==> config.mk <==
export PLATFORM = sky130hd
export DESIGN_NAME = regfile_wb_arbiter_flat
export DESIGN_NICKNAME = d
export VERILOG_FILES = /design/src/rtl/regfile_pkg.sv /design/src/rtl/regfile_wb_arbiter_if.sv /design/src/rtl/wb_priority_sel.sv /design/src/rtl/regfile_wb_arbiter.sv /design/src/flat_wrapper.sv
export SDC_FILE = /design/constraint.sdc
export NUM_CORES = 1
export LEC_CHECK = 0
export BUFFER_PORTS_ARGS = -buffer_cell sky130_fd_sc_hd__buf_4
export CAP_MARGIN = 0
export CORE_ASPECT_RATIO = 1.75
export CORE_MARGIN = 3
export CORE_UTILIZATION = 45
export CTS_CLUSTER_DIAMETER = 200
export DETAILED_ROUTE_END_ITERATION = 16
export GPL_TIMING_DRIVEN = 0
export MAX_ROUTING_LAYER = met4
export PLACE_DENSITY = 0.85
export SYNTH_ARGS = -nofsm -noshare
export SYNTH_HDL_FRONTEND = slang
export SYNTH_SLANG_ARGS = --single-unit
==> constraint.sdc <==
create_clock -name clk -period 4.4 [get_ports clk]
set_clock_uncertainty 0.05 [all_clocks]
set_input_delay 0.66 -clock clk [delete_from_list [all_inputs] [get_ports clk]]
set_output_delay 0.66 -clock clk [all_outputs]
set_load 0.02 [all_outputs]
==> src/rtl/regfile_pkg.sv <==
// regfile_pkg: shared widths, requester ids and the read-after-write compare
package regfile_pkg;
   localparam int DATA_W = 32;
   localparam int ADDR_W = 5;
   localparam int STARVE_MAX = 3;
   localparam logic [ADDR_W-1:0] ZERO_REG = 5'd0;
   typedef enum logic [1:0] {REQ_NONE, REQ_ALU, REQ_MEM} req_e;
   // $zero is never a hazard: it reads as constant zero whatever is in flight
   function automatic logic raw_hit(input logic [ADDR_W-1:0] rd, input logic rw,
                                    input logic [ADDR_W-1:0] wr, input logic av,
                                    input logic [ADDR_W-1:0] ar, input logic mv,
                                    input logic [ADDR_W-1:0] mr);
      return (rd != ZERO_REG) && ((rw && wr == rd) || (av && ar == rd) || (mv && mr == rd));
   endfunction
endpackage

==> src/rtl/regfile_wb_arbiter_if.sv <==
// regfile_wb_arbiter_if: writeback requests, register file write port and hazard lookups
interface regfile_wb_arbiter_if #(
   parameter int DATA_W = regfile_pkg::DATA_W,
   parameter int ADDR_W = regfile_pkg::ADDR_W
);
   logic              stall;
   logic              alu_valid;
   logic              alu_ready;
   logic [ADDR_W-1:0] alu_reg;
   logic [DATA_W-1:0] alu_data;
   logic              mem_valid;
   logic              mem_ready;
   logic [ADDR_W-1:0] mem_reg;
   logic [DATA_W-1:0] mem_data;
   logic              RegWrite;
   logic [ADDR_W-1:0] write_reg;
   logic [DATA_W-1:0] write_data;
   logic [ADDR_W-1:0] read_reg_1;
   logic [ADDR_W-1:0] read_reg_2;
   logic              hazard_1;
   logic              hazard_2;
   modport slave (
      input  stall, alu_valid, alu_reg, alu_data, mem_valid, mem_reg, mem_data,
             read_reg_1, read_reg_2,
      output alu_ready, mem_ready, RegWrite, write_reg, write_data, hazard_1, hazard_2
   );
   modport master (
      output stall, alu_valid, alu_reg, alu_data, mem_valid, mem_reg, mem_data,
             read_reg_1, read_reg_2,
      input  alu_ready, mem_ready, RegWrite, write_reg, write_data, hazard_1, hazard_2
   );
endinterface

==> src/rtl/wb_priority_sel.sv <==
// wb_priority_sel: mem-over-alu grant with a consecutive-loss counter that forces an alu win
module wb_priority_sel import regfile_pkg::*; #(
   parameter int STARVE_MAX = regfile_pkg::STARVE_MAX
) (
   input  logic       clk,
   input  logic       rst_n,
   input  logic       stall_i,
   input  logic       alu_valid_i,
   input  logic       mem_valid_i,
   output logic [1:0] grant_o,
   output req_e       req_o
);
   localparam int CNT_W = $clog2(STARVE_MAX + 1);
   logic [CNT_W-1:0] starve_cnt_q, starve_cnt_d;
   logic alu_win, mem_win;
   // only contended mem wins count as alu losses, so the counter cannot pass STARVE_MAX
   always_comb begin
      alu_win = !stall_i && alu_valid_i && (!mem_valid_i || starve_cnt_q == CNT_W'(STARVE_MAX));
      mem_win = !stall_i && mem_valid_i && !alu_win;
      starve_cnt_d = alu_win ? '0 : (mem_win && alu_valid_i) ? starve_cnt_q + 1'b1 : starve_cnt_q;
      grant_o = {mem_win, alu_win};
      req_o = alu_win ? REQ_ALU : mem_win ? REQ_MEM : REQ_NONE;
   end
   always_ff @(posedge clk or negedge rst_n)
      if (!rst_n) starve_cnt_q <= '0;
      else starve_cnt_q <= starve_cnt_d;
endmodule

==> src/rtl/regfile_wb_arbiter.sv <==
// regfile_wb_arbiter: shares the register file write port between alu and load writebacks
// and flags read-after-write hazards for decode
module regfile_wb_arbiter import regfile_pkg::*; #(
   parameter int DATA_W = regfile_pkg::DATA_W,
   parameter int ADDR_W = regfile_pkg::ADDR_W,
   parameter int STARVE_MAX = regfile_pkg::STARVE_MAX
) (
   input logic clk,
   input logic rst_n,
   regfile_wb_arbiter_if.slave bus
);
   logic [1:0]        grant;
   req_e              req;
   logic              regwrite_q, regwrite_d;
   logic [ADDR_W-1:0] write_reg_q, write_reg_d, sel_reg;
   logic [DATA_W-1:0] write_data_q, write_data_d, sel_data;
   wb_priority_sel #(.STARVE_MAX(STARVE_MAX)) u_sel (
      .clk         (clk),
      .rst_n       (rst_n),
      .stall_i     (bus.stall),
      .alu_valid_i (bus.alu_valid),
      .mem_valid_i (bus.mem_valid),
      .grant_o     (grant),
      .req_o       (req)
   );
   // a $zero write is accepted and latched but never enables the register file
   always_comb begin
      sel_reg = (req == REQ_MEM) ? bus.mem_reg : bus.alu_reg;
      sel_data = (req == REQ_MEM) ? bus.mem_data : bus.alu_data;
      regwrite_d = |grant && sel_reg != ADDR_W'(ZERO_REG);
      write_reg_d = |grant ? sel_reg : write_reg_q;
      write_data_d = |grant ? sel_data : write_data_q;
   end
   always_ff @(posedge clk or negedge rst_n)
      if (!rst_n) begin
         regwrite_q <= 1'b0;
         write_reg_q <= '0;
         write_data_q <= '0;
      end else begin
         regwrite_q <= regwrite_d;
         write_reg_q <= write_reg_d;
         write_data_q <= write_data_d;
      end
   assign bus.alu_ready = grant[0];
   assign bus.mem_ready = grant[1];
   assign bus.RegWrite = regwrite_q;
   assign bus.write_reg = write_reg_q;
   assign bus.write_data = write_data_q;
   assign bus.hazard_1 = raw_hit(bus.read_reg_1, regwrite_q, write_reg_q, bus.alu_valid,
                                 bus.alu_reg, bus.mem_valid, bus.mem_reg);
   assign bus.hazard_2 = raw_hit(bus.read_reg_2, regwrite_q, write_reg_q, bus.alu_valid,
                                 bus.alu_reg, bus.mem_valid, bus.mem_reg);
endmodule

==> src/flat_wrapper.sv <==
// flat-port wrapper written by rule: the top's interface ports become plain ports
module regfile_wb_arbiter_flat import regfile_pkg::*;
#(
   parameter int DATA_W = regfile_pkg::DATA_W,
   parameter int ADDR_W = regfile_pkg::ADDR_W,
   parameter int STARVE_MAX = regfile_pkg::STARVE_MAX
)
  (clk, rst_n, bus_stall, bus_alu_valid, bus_alu_reg, bus_alu_data, bus_mem_valid, bus_mem_reg, bus_mem_data, bus_read_reg_1, bus_read_reg_2, bus_alu_ready, bus_mem_ready, bus_RegWrite, bus_write_reg, bus_write_data, bus_hazard_1, bus_hazard_2);
  regfile_wb_arbiter_if #(.DATA_W(DATA_W), .ADDR_W(ADDR_W)) bus_i ();
  input logic clk;
  input logic rst_n;
  input wire logic [$bits(bus_i.stall)-1:0] bus_stall;
  input wire logic [$bits(bus_i.alu_valid)-1:0] bus_alu_valid;
  input wire logic [$bits(bus_i.alu_reg)-1:0] bus_alu_reg;
  input wire logic [$bits(bus_i.alu_data)-1:0] bus_alu_data;
  input wire logic [$bits(bus_i.mem_valid)-1:0] bus_mem_valid;
  input wire logic [$bits(bus_i.mem_reg)-1:0] bus_mem_reg;
  input wire logic [$bits(bus_i.mem_data)-1:0] bus_mem_data;
  input wire logic [$bits(bus_i.read_reg_1)-1:0] bus_read_reg_1;
  input wire logic [$bits(bus_i.read_reg_2)-1:0] bus_read_reg_2;
  output wire logic [$bits(bus_i.alu_ready)-1:0] bus_alu_ready;
  output wire logic [$bits(bus_i.mem_ready)-1:0] bus_mem_ready;
  output wire logic [$bits(bus_i.RegWrite)-1:0] bus_RegWrite;
  output wire logic [$bits(bus_i.write_reg)-1:0] bus_write_reg;
  output wire logic [$bits(bus_i.write_data)-1:0] bus_write_data;
  output wire logic [$bits(bus_i.hazard_1)-1:0] bus_hazard_1;
  output wire logic [$bits(bus_i.hazard_2)-1:0] bus_hazard_2;
  assign bus_i.stall = bus_stall;
  assign bus_i.alu_valid = bus_alu_valid;
  assign bus_i.alu_reg = bus_alu_reg;
  assign bus_i.alu_data = bus_alu_data;
  assign bus_i.mem_valid = bus_mem_valid;
  assign bus_i.mem_reg = bus_mem_reg;
  assign bus_i.mem_data = bus_mem_data;
  assign bus_i.read_reg_1 = bus_read_reg_1;
  assign bus_i.read_reg_2 = bus_read_reg_2;
  assign bus_alu_ready = bus_i.alu_ready;
  assign bus_mem_ready = bus_i.mem_ready;
  assign bus_RegWrite = bus_i.RegWrite;
  assign bus_write_reg = bus_i.write_reg;
  assign bus_write_data = bus_i.write_data;
  assign bus_hazard_1 = bus_i.hazard_1;
  assign bus_hazard_2 = bus_i.hazard_2;
  regfile_wb_arbiter #(.DATA_W(DATA_W), .ADDR_W(ADDR_W), .STARVE_MAX(STARVE_MAX)) u_core (.clk(clk), .rst_n(rst_n), .bus(bus_i));
endmodule
[Yosys cells after proc, flatten, opt, wreduce, memory -nomap -nowiden]
Cells that the tools add are included.
Storage, ports and cells
  output and inout port bits: 42
  memories: 0
  register bits: 40
  word-level logic and storage cells: 46
  bits of input ports: 89
  memory bits (read-only): 0
  bits in latches: 0
  bits in writable memories: 0
Operators by class
  equal/unequal tests: 8
  add/subtract/negate cells: 1
  reduce and logical (&&, ||, !) cells: 27
  mux-type cells: 6
  bitwise gates (word level): 0
  multiply operators: 0
  shift operators: 0
  divide/modulo/power cells: 0
  order comparisons: 0
Operator list (count)
  2-to-1 mux 32 bit: 1
  == test 5 bit: 6
  nonzero test 5 bit: 3
  logical AND 1 bit: 14
  2-to-1 mux 2 bit: 4
  logical OR 1 bit: 5
  2-to-1 mux 5 bit: 1
  == test 2 bit, second input constant: 2
  logical NOT 1 bit: 3
  adder 2 x 1 -> 2 bit, second input constant: 1
  nonzero test 2 bit: 1
  OR reduction 2 bit: 1

[Logic depth before layout (Yosys ltp)]
  depth in word-level cells: 11
  mapped depth: 6
  depth with buffers taken out: 5

[Hierarchy]
From an unflattened synthesis, not the netlist that was laid out.
Unflattened totals
  cells, all modules: 232
  area total of the unflattened synthesis: 2319.7 um^2
By module, submodules not included
  regfile_wb_arbiter: cells an instance 217, area each 2167.1 um^2, times used 1
  wb_priority_sel: cells an instance 15, area each 152.6 um^2, times used 1

[Worst setup path after synthesis]
OpenSTA, ideal clock, no wires.
  kind: input port to output port
  start: in bus_read_reg_1[1]
  end: out bus_hazard_1
  data required time: 3690 ps
  path buffers: 0
  arrival time: 1553 ps
  setup slack: 2137 ps
  cell stages on the path: 4
  path through: xor2_1 nor4_1 a32oi_1 a21oi_1
On the way
  cells in the longest elaborated chain, start to end: 5
RTL lines
  from (decl): RTL line flat_wrapper.sv:19  | input wire logic [$bits(bus_i.read_reg_1)-1:0] bus_read_reg_1;
  == test 5 bit: RTL line regfile_pkg.sv:13  | return (rd != ZERO_REG) && ((rw && wr == rd) || (av && ar == rd) || (mv && mr == rd));
  logical AND 1 bit: RTL line regfile_pkg.sv:13
  logical OR 1 bit (2 in a row): RTL line regfile_pkg.sv:13
  logical AND 1 bit *: RTL line regfile_pkg.sv:13
  to (decl): RTL line flat_wrapper.sv:26  | output wire logic [$bits(bus_i.hazard_1)-1:0] bus_hazard_1;
Every way passes the cells marked *; elsewhere a longest branch is shown, timed or not.

[Worst setup path in the final report]
  start: in bus_mem_reg[2]
  end: out bus_hazard_1
On the way
  cells in the longest elaborated chain, start to end: 4
RTL lines
  from (decl): RTL line flat_wrapper.sv:17  | input wire logic [$bits(bus_i.mem_reg)-1:0] bus_mem_reg;
  == test 5 bit: RTL line regfile_pkg.sv:13
  logical AND 1 bit: RTL line regfile_pkg.sv:13
  logical OR 1 bit: RTL line regfile_pkg.sv:13
  logical AND 1 bit: RTL line regfile_pkg.sv:13
No other way between the ends.

==> summary.md <==
| Metric | Value |
|---|---|
| Ports | 131 |
| Arrival @ worst endpoint | 1870 ps |
| Worst Path Required | between 3000 and 4000 ps |
| Endpoints failing hold | 0 |
| Count of input and output buffers | between 100 and 150 |
| Peak supply drop | 0.000322 V |
| DRC | 0 |
| Pwr Density | about 330 mW/mm2 |
| Via Count | 2,173 |
| Num rows | 32 |
| DRT Wirelength | a little under 7000 um |
| Total Routing Usage GR | between 20% and 30% |
| Die X | 57.7 um |
| Root cell of the clock tree | clkbuf_8 |
| Clock power frac | approximately a quarter |
| Final non-filler cell total | 384 |
| Htree depth | 2 |
| Detailed placement HPWL | 5470 um |
| Post CTS Setup Buffer Count | 0 |
| Register bit count reported by yosys | 40 |
| Maxcap violations | 0 |
| Vias in the first global route | 2,277 |
| Slew Limit Fails | 0 |
| Hold buffers post-CTS | 0 |
| Psw | 0.346 mW |
| Main combinational cell family by area after synthesis | compound AO/OA/AOI/OAI gates |
| Max reg flops | 32 |
| Cells after DPL | 376 |
| Hold Crit Class | in -> async |
| Clk slew on worst S/H paths | about 80 ps |
| Drt initial violations | 187 |
| Final Critical Period | 2580 ps |
| R2r worst-path depth | 6 |
| Startpoint Class | input pin |
| RSZ-0062 raised after global routing | false |
| Max Fclk | 388 MHz |
| CTS tree | done |
| Synth cell types | 27 |
| Setup TNS | 0 ps |
| CP Cell Sequence | buf_4, xor2_1, nor4_1, nand3_1, a21oi_1, buf_4 |
| Critical Path Fanout Max | 4 |
| Die height | 96.5 um |
| Starting density of the core | 47.0% |
| Synth Area in Simple Gates | 7.66% |
| Post-Syn Instances | 195 |
| Layout cells sized above 1 | between 40% and 50% |
| Sw Share | 32.4% |
| Layout area overhead | 53.6% |
| Crit Path Category | in -> out |
| Final #Nets | ~420 |
| YS warnings | 0 |
| TritonRoute pass-1 iters | 6 |
| CTS Sinks | 40 |
| Total CTS buffers | 5 |
| Flop pwr share | 42.8% |
| Pin count of the biggest net entering global routing | 41 |
| Worst slew pin tran | 504 ps |
| Syn_area_per_cell | between 10 and 15 um2 |
| First-pass GRT wire length | 10,500 um |
| Mux cell area share after synthesis | 2.37% |
| Routed length per placed instance | 17.9 um |
| Seq/Total Area, Yosys | 47.5% |
| Leak | 1.75 nW |
| Worst slew margin | 66.4% |
| Worst skew pair latency | 290 ps |
| Antenna cells | 0 |
| Clock tree buffer depth | 2 |
| Synth Area in Compound Gates | between 10% and 20% |
| CP peak stage delay | 470 ps |
| Synth Net Count | 285 |
| Antenna violations before repair | 0 |
| Xor/xnor share of the synthesized area | 12.5% |
| Vias per cell | 5.66 |
| Gate power share | 33.5% |
| Period utilization | 58.5% |
| Crit path capture type | output pin |
| Die Area | between 0.005 and 0.006 mm2 |
| Run status | complete, no violations |
| Mapped Area | 0.00211 mm2 |
| Slowest stage cell, crit path | nor4_1 |
| Adder-cell share of the synthesized area | less than 1% |
| RePlAce Congestion | 0.993 |
| Core Footprint | 0.00448 mm2 |
| P_int | 0.721 mW |
| Crit path top cell by count | buf_4 |
| PostCTS Resize Cnt | 0 |
| Antenna viol nets, final | 0 |
| Final setup violation count | 0 |
| GR Overflow Total | 0 |
## synth_stat cells
cell type / instances / share of area (%)
ha_1: 1 / 0.59
a211oi_2: 1 / 0.59
a32oi_1: 2 / 0.83
dfrtp_1: 40 / 47
xor2_1: 25 / 10
buf_2: 7 / 1.7
o21bai_1: 1 / 0.36
nor2_4: 1 / 0.53
nand3_1: 2 / 0.47
and2_1: 1 / 0.30
buf_4: 1 / 0.36
mux2i_1: 5 / 2.4
nand2_1: 7 / 1.2
nor2_1: 5 / 0.89
o21ai_1: 6 / 1.4
buf_6: 3 / 1.6
a222oi_1: 32 / 15
a21oi_1: 2 / 0.47
and2b_1: 1 / 0.36
inv_1: 32 / 5.7
a21o_1: 1 / 0.36
nor4_1: 8 / 2.4
a221oi_2: 1 / 0.71
inv_2: 1 / 0.18
xnor2_1: 5 / 2.1
nand2b_2: 1 / 0.42
or4_1: 3 / 1.1
## routing by layer
layer	routed length [um]	GRT usage, %	up-vias
met1	2460	27.2	1049
met4	233	13.2	0
met2	3720	45.7	105
met3	453	3.06	20
li1	-	-	999
met5	0	-	-
## worst max-delay path, delay by kind of cell
| kind | cells | cell delay [ps] |
|---|---|---|
| AO/OA/AOI/OAI | 1 | 160 |
| buffers and inverters | 2 | 290 |
| AND/OR/NAND/NOR | 2 | 600 |
| XOR/XNOR | 1 | 150 |
## cell families (layout without fill, tap and decap cells)
kind of cell | Yosys count | count (layout)
flip-flops | 40 | 40
XOR/XNOR | 30 | 30
AO/OA/AOI/OAI | 46 | 46
multiplexers | 5 | 5
AND/OR/NAND/NOR | 29 | 29
adder cells (fa/ha/maj) | 1 | 1
buffers and inverters | 44 | 182
## layout by cell type (no fill, tap or decap), types with 3 or more instances in the layout
cell | netlist | routed
xor2_1 | 25 | 25
inv_1 | 32 | 32
nor2_1 | 5 | 5
xnor2_1 | 5 | 5
dfrtp_1 | 40 | 40
buf_6 | 3 | 3
o21ai_1 | 6 | 6
buf_2 | 7 | 7
nor4_1 | 8 | 8
or4_1 | 3 | 3
clkbuf_8 | 0 | 6
mux2i_1 | 5 | 5
a222oi_1 | 32 | 32
buf_4 | 1 | 131
nand2_1 | 7 | 7
## metrics by stage
step	power (mW)	util [%]	hold slack [ps]	setup WS (ps)	area, um2
after CTS	1.08	72.2	297	1810	3240
after global routing	1.12	72.2	310	1750	3240
after global placement	0.813	70.2	423	1820	3150
after detailed placement	0.821	70.2	427	1810	3150
after floorplan	0.627	-	314	2140	2110
final	1.07	72.2	273	1820	3240
## power groups by stage
stage | combinational, mW | clock (mW) | sequential (mW)
2_1_floorplan | 0.110 | 0 | 0.517
3_3_place_gp | 0.353 | 0 | 0.460
3_5_place_dp | 0.360 | 0 | 0.461
4_1_cts | 0.360 | 0.259 | 0.456
5_1_grt | 0.387 | 0.273 | 0.463
6_report | 0.357 | 0.253 | 0.456
## worst paths after layout
| check | startpoint | slack, ps | to |
|---|---|---|---|
| setup / recovery | bus_mem_reg[2] | 1820 | bus_hazard_1 |
| hold / removal | rst_n | 270 | u_core.bus.write_data[24]$_DFFE_PN0P_ |
| setup reg to reg | u_core.u_sel.starve_cnt_q[0]$_DFFE_PN0P_ | 2630 | u_core.bus.write_data[19]$_DFFE_PN0P_ |
| hold reg to reg | u_core.bus.write_data[23]$_DFFE_PN0P_ | 450 | u_core.bus.write_data[23]$_DFFE_PN0P_ |
| max in group asynchronous | rst_n | 3670 | u_core.bus.write_data[13]$_DFFE_PN0P_ |
| min in group clk | u_core.bus.write_data[23]$_DFFE_PN0P_ | 450 | u_core.bus.write_data[23]$_DFFE_PN0P_ |
## area by class of cell
cell class,instances,area (um2)
Timing Repair Buffer,130,976
Inverter,33,124
Buffer,11,76.3
Clock buffer,8,90.1
Multi-Input combinational cell,111,907
Tap cell,51,63.8
Fill cell,341,1250
Sequential cell,40,1000
(Power assumes the default switching activity.)
